--- src/rtl/malha_pkg.sv ---
// Shared definitions for the occupancy grid writer, the `distancias` search
// and the bench.
//   celula_t : 2-bit cell contents
//   estado_t : writer FSM states
//   indice   : linear cell index x + y*tam
package malha_pkg;

  typedef enum logic [1:0] {
    LIVRE     = 2'b00,
    OBSTACULO = 2'b01,
    VISITADO  = 2'b10,
    INTERESSE = 2'b11
  } celula_t;

  typedef enum logic [1:0] {
    OCIOSO,
    LIMPANDO,
    DISPARO,
    AGUARDA
  } estado_t;

  function automatic int unsigned indice(input int unsigned x,
                                         input int unsigned y,
                                         input int unsigned tam);
    return x + y * tam;
  endfunction

endpackage

--- src/rtl/atualizador_malha.sv ---
// Occupancy grid writer. Accepts cell updates over valid/ready, keeps the
// grid in registers, and hands a frozen grid plus robot position to
// `distancias` with a one-cycle novoDado pulse when a batch closes.
// Ports:
//   clock, reset (async, active low)
//   escritaValida/escritaPronta, escritaX/Y, escritaCelula, fimLote : update port
//   posicaoX/Y           : robot position, captured on an accepted fimLote
//   limparMalha          : level request to clear the whole grid (one row/cycle)
//   malha                : grid, cell index x + y*TamanhoMalha
//   posicaoAtualnoEixoX/Y: captured position
//   novoDado             : start pulse to `distancias`
//   operacaoFinalizada   : done flag from `distancias` (rising edge completes)
//   ocupado, erroTimeout, descartes : status
module atualizador_malha
  import malha_pkg::*;
#(
  parameter int TamanhoMalha     = 8,
  parameter int tamanhoDistancia = 8,
  parameter int TimeoutCiclos    = 1024
) (
  input  logic                                            clock,
  input  logic                                            reset,
  input  logic                                            escritaValida,
  output logic                                            escritaPronta,
  input  logic [tamanhoDistancia-1:0]                     escritaX,
  input  logic [tamanhoDistancia-1:0]                     escritaY,
  input  celula_t                                         escritaCelula,
  input  logic                                            fimLote,
  input  logic [tamanhoDistancia-1:0]                     posicaoX,
  input  logic [tamanhoDistancia-1:0]                     posicaoY,
  input  logic                                            limparMalha,
  output logic [TamanhoMalha*TamanhoMalha-1:0][1:0]       malha,
  output logic [tamanhoDistancia-1:0]                     posicaoAtualnoEixoX,
  output logic [tamanhoDistancia-1:0]                     posicaoAtualnoEixoY,
  output logic                                            novoDado,
  input  logic                                            operacaoFinalizada,
  output logic                                            ocupado,
  output logic                                            erroTimeout,
  output logic [7:0]                                      descartes
);

  localparam int NC = TamanhoMalha * TamanhoMalha;
  localparam int IW = (NC > 1) ? $clog2(NC) : 1;
  localparam int LW = (TamanhoMalha > 1) ? $clog2(TamanhoMalha) : 1;
  localparam int TW = $clog2(TimeoutCiclos) + 1;

  estado_t                     estado_q, estado_d;
  logic [NC-1:0][1:0]          malha_q, malha_d;
  logic [tamanhoDistancia-1:0] pos_x_q, pos_x_d, pos_y_q, pos_y_d;
  logic [LW-1:0]               linha_q, linha_d;
  logic [TW-1:0]               tmr_q, tmr_d;
  logic                        erro_q, erro_d;
  logic [7:0]                  desc_q, desc_d;
  logic                        fin_prev_q, fin_prev_d;

  logic          transfer, in_range, borda, estouro, fim_linha;
  logic [IW-1:0] idx, base;

  assign transfer  = escritaValida && escritaPronta;
  assign in_range  = (escritaX < tamanhoDistancia'(TamanhoMalha)) &&
                     (escritaY < tamanhoDistancia'(TamanhoMalha));
  assign idx       = IW'(escritaX) + IW'(escritaY) * IW'(TamanhoMalha);
  assign base      = IW'(linha_q) * IW'(TamanhoMalha);
  // Only a fresh 0->1 transition completes; a level left high from a
  // previous search must not release the grid.
  assign borda     = operacaoFinalizada && !fin_prev_q;
  assign estouro   = (tmr_q == TW'(TimeoutCiclos - 1));
  assign fim_linha = (linha_q == LW'(TamanhoMalha - 1));

  // FSM: state register
  always_ff @(posedge clock or negedge reset) begin
    if (!reset) estado_q <= OCIOSO;
    else        estado_q <= estado_d;
  end

  // FSM: next state
  always_comb begin
    estado_d = estado_q;
    unique case (estado_q)
      OCIOSO:   if (limparMalha)           estado_d = LIMPANDO;
                else if (transfer && fimLote) estado_d = DISPARO;
      LIMPANDO: if (fim_linha)             estado_d = OCIOSO;
      DISPARO:                             estado_d = AGUARDA;
      AGUARDA:  if (borda || estouro)      estado_d = OCIOSO;
      default:                             estado_d = OCIOSO;
    endcase
  end

  // FSM: outputs
  always_comb begin
    escritaPronta = (estado_q == OCIOSO) && !limparMalha;
    novoDado      = (estado_q == DISPARO);
    ocupado       = (estado_q != OCIOSO);
  end

  // Datapath next values
  always_comb begin
    malha_d    = malha_q;
    pos_x_d    = pos_x_q;
    pos_y_d    = pos_y_q;
    linha_d    = linha_q;
    tmr_d      = tmr_q;
    erro_d     = erro_q;
    desc_d     = desc_q;
    fin_prev_d = operacaoFinalizada;

    unique case (estado_q)
      OCIOSO: begin
        if (limparMalha) linha_d = '0;
        if (transfer) begin
          if (in_range)              malha_d[idx] = escritaCelula;
          else if (desc_q != 8'hFF)  desc_d = desc_q + 8'd1;
          if (fimLote) begin
            pos_x_d = posicaoX;
            pos_y_d = posicaoY;
            erro_d  = 1'b0;
          end
        end
      end
      LIMPANDO: begin
        for (int c = 0; c < TamanhoMalha; c++) malha_d[base + IW'(c)] = LIVRE;
        linha_d = linha_q + LW'(1);
      end
      DISPARO: tmr_d = '0;
      AGUARDA: begin
        tmr_d = tmr_q + TW'(1);
        // Edge beats timeout when both land in the same cycle.
        if (!borda && estouro) erro_d = 1'b1;
      end
      default: ;
    endcase
  end

  always_ff @(posedge clock or negedge reset) begin
    if (!reset) begin
      malha_q    <= '0;
      pos_x_q    <= '0;
      pos_y_q    <= '0;
      linha_q    <= '0;
      tmr_q      <= '0;
      erro_q     <= 1'b0;
      desc_q     <= '0;
      fin_prev_q <= 1'b0;
    end else begin
      malha_q    <= malha_d;
      pos_x_q    <= pos_x_d;
      pos_y_q    <= pos_y_d;
      linha_q    <= linha_d;
      tmr_q      <= tmr_d;
      erro_q     <= erro_d;
      desc_q     <= desc_d;
      fin_prev_q <= fin_prev_d;
    end
  end

  assign malha               = malha_q;
  assign posicaoAtualnoEixoX = pos_x_q;
  assign posicaoAtualnoEixoY = pos_y_q;
  assign erroTimeout         = erro_q;
  assign descartes           = desc_q;

endmodule

--- config.mk ---
export PLATFORM = sky130hd
export DESIGN_NAME = atualizador_malha
export DESIGN_NICKNAME = d
export VERILOG_FILES = /design/src/rtl/malha_pkg.sv /design/src/rtl/atualizador_malha.sv
export SDC_FILE = /design/constraint.sdc
export NUM_CORES = 1
export LEC_CHECK = 0
export CORE_MARGIN = 2
export CORE_UTILIZATION = 25
export CTS_CLUSTER_SIZE = 24
export DETAILED_ROUTE_END_ITERATION = 10
export GPL_TIMING_DRIVEN = 0
export SLEW_MARGIN = 20
export SYNTH_ARGS = -nofsm -noshare
export SYNTH_HDL_FRONTEND = slang
export SYNTH_SLANG_ARGS = --single-unit
--- constraint.sdc ---
create_clock -name clock -period 6.4 [get_ports clock]
set_clock_uncertainty 0.2 [all_clocks]
set_input_delay 1.92 -clock clock [delete_from_list [all_inputs] [get_ports clock]]
set_output_delay 1.92 -clock clock [all_outputs]
set_load 0.03 [all_outputs]
* Word level (Yosys, flattened, before mapping)
Index checks and enable logic that the tools add are counted.
Storage, ports and cells: output and inout port bits 156, register bits 170, input bits 40
Operators by class: $add $sub $neg 11, equal/unequal tests 14, mux-type cells 34, bitwise gates (word level) 17, reductions and logical operators 30, $lt $le $gt $ge 20
Operators with widths (count):
- bitwise AND 128 bit | 8
- NOT 128 bit | 7
- two-way mux 128 bit | 2
- case mux 128 bit (2 select lines) | 1
- bitwise mux 128 bit | 1
- NOT 114 -> 128 bit | 1
- demux 2 bit (select 6 bit) | 8
- < comparator 6 x 7 -> 1 bit, second input constant | 9
- greater-or-equal comparator 6 x 1 -> 1 bit, second input constant | 9
- two-way mux 2 bit | 13
- adder 6 x 3 -> 6 bit, second input constant | 4
- case mux 11 bit (2 select lines) | 1
- < comparator 8 x 4 -> 1 bit, second input constant | 2
- logical AND 1 bit | 15
- != test 2 bit, second input constant | 7
- adder 6 x 2 -> 6 bit, second input constant | 2
- adder 11 x 1 -> 11 bit, second input constant | 1
- == test 11 x 10 -> 1 bit, second input constant | 1
- AND reduction 3 bit | 3
- adder 8 x 1 -> 8 bit, second input constant | 1
- != test 8 bit, second input constant | 1
- case mux 2 bit (4 select lines) | 1
- AND reduction 4 bit | 2
- nonzero test 2 bit | 4
- 17 further kinds | 22

* Longest topological paths before layout
depth after elaboration 14, gate-level depth with buffers 9, mapped depth without buffers 7

* Worst setup path before layout
No wires, ideal clock.
path kind input port to output port, start point input limparMalha, end point output escritaPronta, stages on the path 1, data arrival time 2.333 ns, setup slack 1.947 ns, path buffers 0, data required time 4.280 ns, path through nor2_1
On the way: longest elaborated chain between the ends 2
RTL lines:
- from (decl) | line atualizador_malha.sv:31 | input logic limparMalha,
- logical NOT 1 bit | line atualizador_malha.sv:91 | escritaPronta = (estado_q == OCIOSO) && !limparMalha;
- logical AND 1 bit | line atualizador_malha.sv:91
- to (decl) | line atualizador_malha.sv:24 | output logic escritaPronta,
Every way passes these cells.

* Worst setup path after layout
Ends and elaborated chain as after synthesis.

==> flow_metrics.py <==
metrics = {
    "outcome": {
        "outcome": "complete, no violations",
    },
    "synth": {
        "netlist_area_sq_um": 8370,
        "synth_fp_nets": 873,
        "ys_ff_latch": 170,
        "synth_xor_xnor_area_share_pct": 1.81,
        "synth_largest_area_cell": "dfrtp_1",
        "synth-seq-area-share_pct": 50.8,
        "synth_simple_gate_area_share_pct": 24.7,
        "synth.distinct_cells": 44,
        "synthArstFlopShare_pct": 100,
        "synth_edf_count": 0,
        "synth_top_family_by_area": "simple AND/OR/NAND/NOR gates",
        "synth_compound_area_share_pct": 15.8,
        "synth_top_area_share_pct": 50.8,
        "ys.flop_type": "dfrtp_1",
        "yosys_warnings": 0,
        "synthMuxAreaShare_pct": 2.53,
        "synth_area_leaders": "dfrtp_1 (51%), a211o_1 (13%), and3_1 (9.9%)",
        "syn_inst": 827,
        "synth.avg_cell_area_sq_um": 10.1,
        "synthAdderAreaFrac_pct": 0.987,
    },
    "worst_hold_path": {
        "hold_end": "erroTimeout$_DFFE_PN0P_",
        "hold_depth": 2,
        "worstHoldPathType": "reg2reg",
        "hp-start": "erroTimeout$_DFFE_PN0P_",
    },
    "clock_network": {
        "cts_buffers": 17,
        "clk_pin_slew_ns": 0.07,
        "h-tree-depth": 4,
        "cts.sinks": 170,
        "post_cts_resized": 0,
        "post_cts_buffers": 0,
        "clk_latency_ns": 0.43,
        "cts_hold_buf": 0,
        "cts_max_path_buffers": 2,
        "cts_tree": "built",
        "clock-root-buffer": "clkbuf_16",
    },
    "pwr": {
        "vdd_drop_max_mv": 0.176,
        "power_density_nw_per_um2": 292,
        "totalPowerFinal_uw": 3350,
        "power_leakage_uw": 0.00618,
    },
    "setup_path": {
        "end_kind": "output port",
        "crit_required_ns": 4.28,
        "worstSetupStartpointType": "input pin",
        "reg2reg_depth": 5,
        "reg2reg_slack_ns": 3.69,
        "critPathArrivalTime_ns": 3.23,
        "crit_type": "in2out",
        "reg2reg_to": "malha[63]$_DFFE_PN0P_",
        "r2r_start": "estado_q[1]$_DFFE_PN0P_",
        "path_max_fanout": 3,
    },
    "routing": {
        "via_per_inst": 4.95,
        "avgRoutedWirePerCell_um": 18.9,
        "drt_iter0_drc": 513,
        "routed_wl_mm": 28.2,
        "ant_nets": 0,
        "dr.pass1.iters": 5,
        "drcViolationCount": 0,
        "vias": 7400,
    },
    "timing": {
        "fin_crit_ns": 5.35,
        "grt_setup_unrepaired": "no",
        "timing_hold_violations_final": 0,
        "min_period_over_period_pct": 83.6,
        "fmax_mhz": 187,
        "finalSetupViolCount": 0,
        "maxSlewHeadroom_pct": 24.0,
        "tightest_slew_ns": 1.13,
        "drv_slew": 0,
    },
    "finish": {
        "nNetsFinal": 1085,
        "utilization_pct": 35.0,
        "drive_above_1_share_pct": 7.03,
        "mostFrequentLayoutCell": "clkdlybuf4s50_1",
        "final_cell_mix": "clkdlybuf4s50_1 (191), dfrtp_1 (170), nor2_1 (141)",
        "area_growth_pct": 37.2,
    },
    "floorplan": {
        "die-area_sq_um": 34900,
        "die_y_um": 187,
        "start_util_pct": 25.5,
        "io_pins": 196,
        "core_area_sq_um": 32800,
        "rows": 66,
        "fp.dieW_um": 187,
    },
    "grt": {
        "grt_max_degree": 93,
        "grt_pass1_wl_mm": 42.9,
        "grt_pass1_vias": 7195,
        "grtUsageTotal_pct": 15.9,
        "antenna_found_initial": 0,
        "overflow": 0,
    },
    "place": {
        "port_buffers": 192,
        "place_hpwl_mm": 20.0,
        "place_congestion": 0.750,
    },
    "job": {
        "max_cap_violations": 0,
    },
}
worst max path at each step:
stage,start,end
finish,limparMalha,escritaPronta
global route,limparMalha,escritaPronta
CTS,limparMalha,escritaPronta
detailed placement,escritaX[3],malha[20]$_DFFE_PN0P_
global placement,reset,malha[59]$_DFFE_PN0P_
floorplan,limparMalha,escritaPronta
stage by stage:
| stage | setup TNS, ns | area [sq um] | hold slack, ns | std cells | setup slack, ns |
|---|---|---|---|---|---|
| after CTS | 0 | 11500 | 0.308 | 1494 | 1.05 |
| after floorplan | 0 | 8370 | 0.272 | 827 | 1.95 |
| after global placement | -743.06 | 10800 | 0.285 | 1461 | -4.39 |
| final | 0 | 11500 | 0.304 | 1495 | 1.05 |
| after global routing | 0 | 11500 | 0.312 | 1494 | 0.977 |
| after detailed placement | 0 | 10900 | 0.276 | 1462 | 1.00 |
state kept, by name, summed over array words and instances, names as in the netlist:
register             count
malha                  128
linha_q                  3
descartes                8
estado_q                 2
erroTimeout              1
fin_prev_q               1
posicaoAtualnoEixoX      8
tmr_q                   11
posicaoAtualnoEixoY      8
worst max-delay path, cell delays in order:
cell and delay [ns]:
clkdlybuf4s50_1 0.50, nor2_1 0.14, clkdlybuf4s50_1 0.68
layer usage:
metal  share of wire [%]  routed length, um  up-vias  GRT usage (%)
met1                  44              12500     3654           20.6
met5                   0                  0        -              0
met4                 1.4                384        0           4.06
li1                    -                  -     3477              -
met3                 8.1               2300       20           5.37
met2                  46              13100      249           25.6
report_power, final:
group | leakage (uW) | switching, uW | internal (uW)
Combinational | 0.00357 | 673 | 340
Sequential | 0.00232 | 97.0 | 1180
Clock | 0.000285 | 498 | 565
Total | 0.00618 | 1270 | 2080
cell families (layout without fill, tap and decap cells):
| kind of cell | after synthesis | count (layout) |
|---|---|---|
| other cells | 0 | 1 |
| buf+inv | 70 | 295 |
| fa+ha+maj | 6 | 6 |
| xor+xnor | 14 | 14 |
| simple gates | 394 | 394 |
| compound gates | 154 | 154 |
| flops | 170 | 170 |
| mux | 19 | 19 |
synth_stat cells (2+ instances only):
cell / n
a31oi_1: 5
o21ai_0: 8
nand3_1: 71
nand2b_1: 2
nand4_1: 6
nor4_1: 4
dfrtp_1: 170
ha_1: 5
inv_1: 9
a211o_1: 128
a21oi_1: 3
buf_4: 2
a22o_1: 2
nor3_1: 2
or2_2: 2
clkbuf_1: 49
a41oi_2: 4
xor2_1: 11
nor3b_2: 3
nand2_1: 9
nor3b_1: 4
nor2b_1: 4
and4_1: 3
and3b_1: 3
and3_1: 133
mux2_2: 16
mux2i_1: 2
nor2_1: 141
buf_2: 10
and2_1: 2
area by class of cell:
class                           count  area (sq um)
Timing Repair Buffer              193          1950
Fill cell                        3338         21300
Sequential cell                   170          4250
Tap cell                          442           553
Clock buffer                       18           439
Multi-Input combinational cell    587          3840
Clock inverter                     14           149
Buffer                             61           249
Antenna cell                        1          2.50
Inverter                            9          33.8
(Power assumes the default switching activity.)
